===== config.mk =====
export PLATFORM = sky130hd
export DESIGN_NAME = magnetron_timer
export DESIGN_NICKNAME = d
export VERILOG_FILES = /design/src/rtl/magnetron_pkg.sv /design/src/rtl/magnetron_timer_bcd_down_digit.sv /design/src/rtl/magnetron_timer.sv
export SDC_FILE = /design/constraint.sdc
export NUM_CORES = 1
export LEC_CHECK = 0
export BUFFER_PORTS_ARGS = -buffer_cell sky130_fd_sc_hd__buf_4
export CAP_MARGIN = 30
export CORE_MARGIN = 4
export CORE_UTILIZATION = 61
export CTS_CLUSTER_SIZE = 40
export DETAILED_ROUTE_END_ITERATION = 8
export GPL_TIMING_DRIVEN = 0
export PLACE_DENSITY = 0.82
export SYNTH_ARGS = -nofsm -noshare
export SYNTH_HDL_FRONTEND = slang
export SYNTH_SLANG_ARGS = --single-unit

===== constraint.sdc =====
create_clock -name clk -period 5.8 [get_ports clk]
set_input_delay 0.87 -clock clk [delete_from_list [all_inputs] [get_ports clk]]
set_output_delay 0.87 -clock clk [all_outputs]
set_load 0.01 [all_outputs]

===== src/rtl/magnetron_pkg.sv =====
`default_nettype none
// +--------------------------------------------------------------------+
// | magnetron_pkg : shared BCD constants for the cook-time countdown   |
// | Revision: 1.0                                                      |
// +--------------------------------------------------------------------+
package magnetron_pkg;

    localparam int              BCD_W        = 4;
    localparam logic [BCD_W-1:0] BCD_MAX      = 4'd9;
    localparam logic [BCD_W-1:0] SEC_TENS_MAX = 4'd5;
    localparam logic [BCD_W-1:0] BCD_ZERO     = 4'd0;

endpackage : magnetron_pkg
`default_nettype wire


===== src/rtl/magnetron_timer_bcd_down_digit.sv =====
`default_nettype none
// +--------------------------------------------------------------------+
// | bcd_down_digit : one BCD digit register with decrement-and-borrow  |
// | Revision: 1.0                                                      |
// +--------------------------------------------------------------------+
module bcd_down_digit
    import magnetron_pkg::*;
#(
    parameter logic [BCD_W-1:0] MAXV = BCD_MAX
) (
    input  logic             clk,
    input  logic             resetn,
    input  logic             clr,
    input  logic             dec_en,
    input  logic             load_en,
    input  logic [BCD_W-1:0] load_val,
    output logic [BCD_W-1:0] q,
    output logic             borrow_out
);

    logic [BCD_W-1:0] q_q;
    logic [BCD_W-1:0] q_d;

    // Clear outranks decrement, which outranks a digit shift-in.
    always_comb begin
        q_d = q_q;
        if (clr) begin
            q_d = BCD_ZERO;
        end else if (dec_en) begin
            q_d = (q_q == BCD_ZERO) ? MAXV : q_q - 4'd1;
        end else if (load_en) begin
            q_d = load_val;
        end
    end

    always_ff @(posedge clk or negedge resetn) begin
        if (!resetn) begin
            q_q <= BCD_ZERO;
        end else begin
            q_q <= q_d;
        end
    end

    assign q          = q_q;
    assign borrow_out = dec_en && (q_q == BCD_ZERO);

endmodule : bcd_down_digit
`default_nettype wire


===== src/rtl/magnetron_timer.sv =====
`default_nettype none
// +--------------------------------------------------------------------+
// | magnetron_timer : M:SS BCD cook-time entry and 1 Hz countdown      |
// | Revision: 1.0                                                      |
// +--------------------------------------------------------------------+
module magnetron_timer
    import magnetron_pkg::*;
#(
    parameter int CLK_HZ = 50000000,
    parameter int PRE_W  = $clog2(CLK_HZ)
) (
    input  logic             clk,
    input  logic             resetn,
    input  logic             clearn,
    input  logic             loadn,
    input  logic [BCD_W-1:0] digit,
    input  logic             magnetron_on,
    output logic [BCD_W-1:0] min_ones,
    output logic [BCD_W-1:0] sec_tens,
    output logic [BCD_W-1:0] sec_ones,
    output logic             tick,
    output logic             timer_done
);

    logic             loadn_q;
    logic [PRE_W-1:0] pre_q;
    logic [PRE_W-1:0] pre_d;

    logic             w_wrap;
    logic             w_load;
    logic             w_accept;
    logic             w_dec;
    logic             w_borrow_ones;
    logic             w_borrow_tens;
    logic             w_borrow_min;

    assign w_wrap = magnetron_on && clearn && (pre_q == PRE_W'(CLK_HZ - 1));
    assign tick   = w_wrap;

    // A pause or clear throws away the partial second.
    always_comb begin
        pre_d = pre_q + PRE_W'(1);
        if (!clearn || !magnetron_on || w_wrap) begin
            pre_d = '0;
        end
    end

    always_ff @(posedge clk or negedge resetn) begin
        if (!resetn) begin
            pre_q   <= '0;
            loadn_q <= 1'b1;
        end else begin
            pre_q   <= pre_d;
            loadn_q <= loadn;
        end
    end

    assign w_load   = loadn_q && !loadn;
    // sec_ones must fit the tens position it is about to move into.
    assign w_accept = w_load && !magnetron_on && clearn &&
                      (digit <= BCD_MAX) && (sec_ones <= SEC_TENS_MAX);

    assign timer_done = (min_ones == BCD_ZERO) && (sec_tens == BCD_ZERO) &&
                        (sec_ones == BCD_ZERO);
    assign w_dec      = w_wrap && !timer_done;

    bcd_down_digit #(.MAXV(BCD_MAX)) u_sec_ones (
        .clk        (clk),
        .resetn     (resetn),
        .clr        (!clearn),
        .dec_en     (w_dec),
        .load_en    (w_accept),
        .load_val   (digit),
        .q          (sec_ones),
        .borrow_out (w_borrow_ones)
    );

    bcd_down_digit #(.MAXV(SEC_TENS_MAX)) u_sec_tens (
        .clk        (clk),
        .resetn     (resetn),
        .clr        (!clearn),
        .dec_en     (w_borrow_ones),
        .load_en    (w_accept),
        .load_val   (sec_ones),
        .q          (sec_tens),
        .borrow_out (w_borrow_tens)
    );

    // Never borrows out: a borrow here would need 0:00, which blocks w_dec.
    bcd_down_digit #(.MAXV(BCD_MAX)) u_min_ones (
        .clk        (clk),
        .resetn     (resetn),
        .clr        (!clearn),
        .dec_en     (w_borrow_tens),
        .load_en    (w_accept),
        .load_val   (sec_tens),
        .q          (min_ones),
        .borrow_out (w_borrow_min)
    );

    logic w_unused;
    assign w_unused = w_borrow_min;

endmodule : magnetron_timer
`default_nettype wire


* Word level (Yosys, flattened, before mapping)
Index checks and enable logic that the tools add are counted.
Word-level totals: register bits 39, bits in latches 0, memory bits (writable) 0, memory bits (read-only) 0, output and inout bits 14, memories 0
Operators by class: $add $sub $neg 4, $mul 0, div/mod/pow operators 0, $lt $le $gt $ge 2, equal/unequal tests 4, shift-type cells 0, muxes and demuxes 13, bitwise gates (word level) 0, reductions and logical operators 21
Operators with widths (number):
- $mux 4 | 12
- $add 26x1->26 const B | 1
- $eq 26x26->1 const B | 1
- $mux 26 | 1
- $logic_and 1x1->1 | 12
- $logic_not 4->1 | 3
- $sub 4x1->4 const B | 3
- $ne 3x1->1 const B | 3
- $le 4x3->1 const B | 1
- $le 4x4->1 const B | 1
- $logic_not 1->1 | 4
- $logic_or 1x1->1 | 2

* Longest topological paths before layout
depth after elaboration 9, mapped depth 7, depth with buffers taken out 6

* Cells and area by module
A second synthesis with hierarchy kept.
Second synthesis, totals: cells, all modules 234, area total of the unflattened synthesis 2235.9 sq um
By module, submodules not included:
- magnetron_timer | instances 1, cells each 158, area an instance 1467.7 sq um, sequential area each 676.9 sq um
- bcd_down_digit at u_min_ones ... | instances 2, cells each 26, area an instance 256.5 sq um, sequential area each 100.1 sq um
- bcd_down_digit at u_sec_tens | instances 1, cells each 24, area an instance 255.2 sq um, sequential area each 100.1 sq um

* Worst setup path after synthesis
Ideal clock, no wire load.
kind input to register, start point in magnetron_on, end point reg u_sec_tens.q_q[1], in the netlist u_sec_tens.q[1], library setup time 0.120 ns, arrival 2.478 ns, path slack 3.202 ns, stages 6, cell sequence or4b_2 > o31a_1 > clkbuf_1 > nand2_1 > mux2i_1 > a31o_2
On the way: cells in the longest elaborated chain, start to end 6
RTL lines:
- start, declared | line magnetron_timer.sv:17 | input logic magnetron_on,
- $logic_not 1->1 / $logic_and 1x1->1 (equally long branches) | line magnetron_timer.sv:60, magnetron_timer.sv:37
- $logic_and 1x1->1, on equally long branches | line magnetron_timer.sv:60, magnetron_timer.sv:37
- $logic_and 1x1->1, on equally long branches | line magnetron_timer.sv:60, magnetron_timer.sv:65
- $logic_and 1x1->1, on equally long branches | line magnetron_timer.sv:60, magnetron_timer_bcd_down_digit.sv:45
- $logic_and 1x1->1 / $mux 4 (equally long branches) | line magnetron_timer.sv:61, magnetron_timer_bcd_down_digit.sv:29
- $ne 3x1->1 (no line) / $mux 4 (equally long branches)
- end signal, assigned | line magnetron_timer_bcd_down_digit.sv:40 | q_q <= q_d;
- end, declared | line magnetron_timer_bcd_down_digit.sv:21 | logic [BCD_W-1:0] q_q;
Parallel ways exist; a longest one is shown, timed or not. A chain may end at the register's enable or synchronous reset.

* Worst setup path after layout
start point reg pre_q[0], end point out tick
On the way: cells in the longest elaborated chain, start to end 2
RTL lines:
- start, declared | line magnetron_timer.sv:26 | logic [PRE_W-1:0] pre_q;
- start signal, assigned | line magnetron_timer.sv:53 | pre_q <= pre_d;
- $eq 26x26->1 | line magnetron_timer.sv:37 | assign w_wrap = magnetron_on && clearn && (pre_q == PRE_W'(CLK_HZ - 1));
- $logic_and 1x1->1 | line magnetron_timer.sv:37
- end, declared | line magnetron_timer.sv:21 | output logic tick,
Every way passes these cells.

==> qor.csv <==
stage;metric;value;unit
outcome;outcome;completed;
synth;synthTopCellsByArea;dfrtp_1 (42%), xor2_1 (7.3%), nor2_1 (7.1%), nand4_1 (3.6%), nand2_1 (3.3%);
critical_path;end_kind;primary output;
floorplanning;dieArea;4760;sq um
drt;wl;4.93;mm
placed_design;placed_cell_area;2500;sq um
clock_network;clk-insertion-delay-late;290;ps
layout;final_cell_area;2580;sq um
synth;synthAdderAreaFrac;0.552;%
clock_network;htreeDepth;2;
drt;drc;0;
job;maxCapViolCount;0;
synth;syn_area_per_cell;9.07;sq um
drt;drtPass1Iterations;4;
synth;ys_ff_latch;39;
clock_network;cts.path.max_buffers;2;
synth;synth_area;2270;sq um
placed_design;place.gp.congestion;0.851;
drt;drtIter0Drc;201;
timing;period_needed;3130;ps
synth;synth_commonest_cells;nor2_1 (43), dfrtp_1 (38), nand2_1 (20), xor2_1 (19), nand3_1 (15);
clock_network;cts_tree;done;
critical_path;slowest_delay;540;ps
synth;synth-simple-area-share;32.7;%
critical_path;slowest_stage;or4_1;
clock_network;numCtsBuffers;5;
drt;viasPerCell;6.08;
global_route;grt_pass1_vias;1874;
global_route;grt_max_degree;40;
synth;seq_area_frac_synth;43.1;%
synth;synth_xor_area_share;9.27;%
drt;routedWlPerCell;15.1;microns
placed_design;dpl.hpwl;3.55;mm
timing;setup_viol_count_final;0;
synth;synth_flop_cell;dfrtp_1;
floorplanning;coreArea;3470;sq um
critical_path;path_class;flop to primary output;
timing;clock.fmax;0.320;GHz
drt;vias;1988;
timing;relSlewSlack;35.2;%
synth;async_flop_share;100;%
timing;worst_pin_slew;963;ps
floorplanning;initial_core_util;65.4;%
synth;syn_inst;250;
critical_path;start_kind;flop;
synth;synth_compound_area_share;11.6;%
synth;yosysTopAreaCellShare;41.9;%
clock_network;cts.repair.resized;0;
drt;ant_nets;0;
power_and_ir_drop;ir_worst_vdd;0.215;mV
power_and_ir_drop;power_leakage;0.00107;uW
floorplanning;pin_count;23;
global_route;antenna_found_initial;0;
global_route;overflow;0;
floorplanning;rows;21;
layout;final_nets;290;
global_route;grt_pass1_wl;8.47;mm
layout;n_antenna_cell;0;
layout;syn_to_final_growth;13.8;%
synth;syn_nets;260;
floorplanning;die-height;69.0;microns
timing;finalCritPeriodShare;53.9;%
synth;synth_top_cell_by_area;dfrtp_1;
synth;yosysMostFrequentCell;nor2_1;
global_route;track_usage;24.1;%
layout;nFillCells;294;
timing;final_hold_viol_count;0;
synth;muxShareOfSynthArea;0.441;%
synth;yosys_warnings;0;
layout;drive_gt1_share;15.3;%
power_and_ir_drop;power_density;205;nW/um^2
timing;tns;0;ps
synth;synth_top_family_by_area;simple AND/OR/NAND/NOR gates;
min_path;min_path_type;flop to flop;
timing;clock_skew;7.42;ps
critical_path;crit_arrival;2260;ps
clock_network;ctsHoldBuffers;0;
clock_network;path_clk_slew;70;ps
timing;maxSlewViolCount;0;
critical_path;cp.required;4930;ps
placed_design;port_buffers;22;
floorplanning;die-width;69.0;microns
timing;rsz0062_at_grt;false;
critical_path;crit_chain;ha_1 > and4_1 > nand3_1 > or4_1 > clkbuf_1 > inv_1 > buf_4;
synth;ys_types;51;
synth;synth-edff-count;0;
clock_network;cts_root_buffer;clkbuf_8;
clock_network;post_cts_buffers;0;
timing;hold_slack;496;ps
layout;final_util;74.5;%
critical_path;crit_path_max_fanout;6;
clock_network;cts_sinks;39;
==> flip-flops by register name, indices dropped and copies added (netlist names) <==
signal / flops
pre_q: 26
u_min_ones.q: 4
loadn_q: 1
u_sec_ones.q: 4
u_sec_tens.q: 4
==> final cells by class <==
type	instances	area, sq um	share of cell area [%]
multi-input combinational	197	1240	48.0
sequential	39	977	37.8
timing repair buffer	23	173	6.69
clock buffer	5	68.8	2.66
tap	46	57.6	2.23
buffer	10	37.5	1.45
clock inverter	3	15.0	0.581
inverter	4	15.0	0.581
==> path summary, 6_finish.rpt <==
path                                     from                     endpoint  cells past startpoint  slack [ps]
max in group asynchronous              resetn            loadn_q$_DFF_PN1_                      1        4900
min in group asynchronous              resetn  u_sec_ones.q[0]$_DFFE_PN0P_                      1         530
max reg2reg                pre_q[0]$_DFF_PN0_          pre_q[17]$_DFF_PN0_                      6        3300
max                        pre_q[0]$_DFF_PN0_                         tick                      7        2670
min                        pre_q[0]$_DFF_PN0_           pre_q[0]$_DFF_PN0_                      1         500
min reg2reg                pre_q[0]$_DFF_PN0_           pre_q[0]$_DFF_PN0_                      1         500
==> layout by cell type, fill, tap and decap left out, types with 3 or more instances in the layout <==
master    synthesis  routed
nand3_1          15      15
o21ai_0           7       7
nand3b_1          3       3
nor2_1           43      43
and3_1            3       3
nor3_1            7       7
nand4_1          13      13
clkbuf_1         10      10
nor4b_1           3       3
dfrtp_1          38      38
buf_4             0      23
inv_1             4       4
o21a_1            3       3
nor4_1            4       4
or4_1             5       5
a21oi_1           4       4
nand2_1          20      20
clkinv_2          0       3
and2_1            5       5
xor2_1           19      19
clkbuf_8          0       5
xnor2_1           5       5
==> kinds of logic (layout without fill, tap and decap cells) <==
| logic type | Yosys count | after routing |
|---|---|---|
| AO/OA/AOI/OAI | 35 | 35 |
| XOR/XNOR | 24 | 24 |
| adder cells (fa/ha/maj) | 1 | 1 |
| buffers and inverters | 14 | 45 |
| flip-flops | 39 | 39 |
| multiplexers | 1 | 1 |
| AND/OR/NAND/NOR | 136 | 136 |
==> metrics by stage <==
step                setup slack (ps)  power, uW  std cells
floorplan                       3200        327        250
global placement                2910        356        318
detailed placement              2900        357        319
CTS                             2650        533        327
global route                    2490        558        327
finish                          2670        528        327
==> routing by layer <==
layer | routed length (microns) | vias up | GRT usage, %
met5 | 0 | - | 0
met4 | 77 | 0 | 8.52
met3 | 234 | 6 | 5.35
met2 | 2500 | 44 | 40.0
met1 | 2120 | 965 | 31.0
li1 | - | 973 | -
==> critical path, delay by kind of cell (launching register included) <==
family | cells | cell delay [ps]
buffers and inverters | 3 | 380
AND/OR/NAND/NOR | 3 | 940
flip-flops | 1 | 390
adder cells (fa/ha/maj) | 1 | 240
==> report_power, final <==
part / switching, uW / internal [uW]
logic: 42.8 / 26.1
clock network: 93.9 / 82.2
registers: 6.09 / 277
No activity file was read; power rests on OpenSTA's default activity.
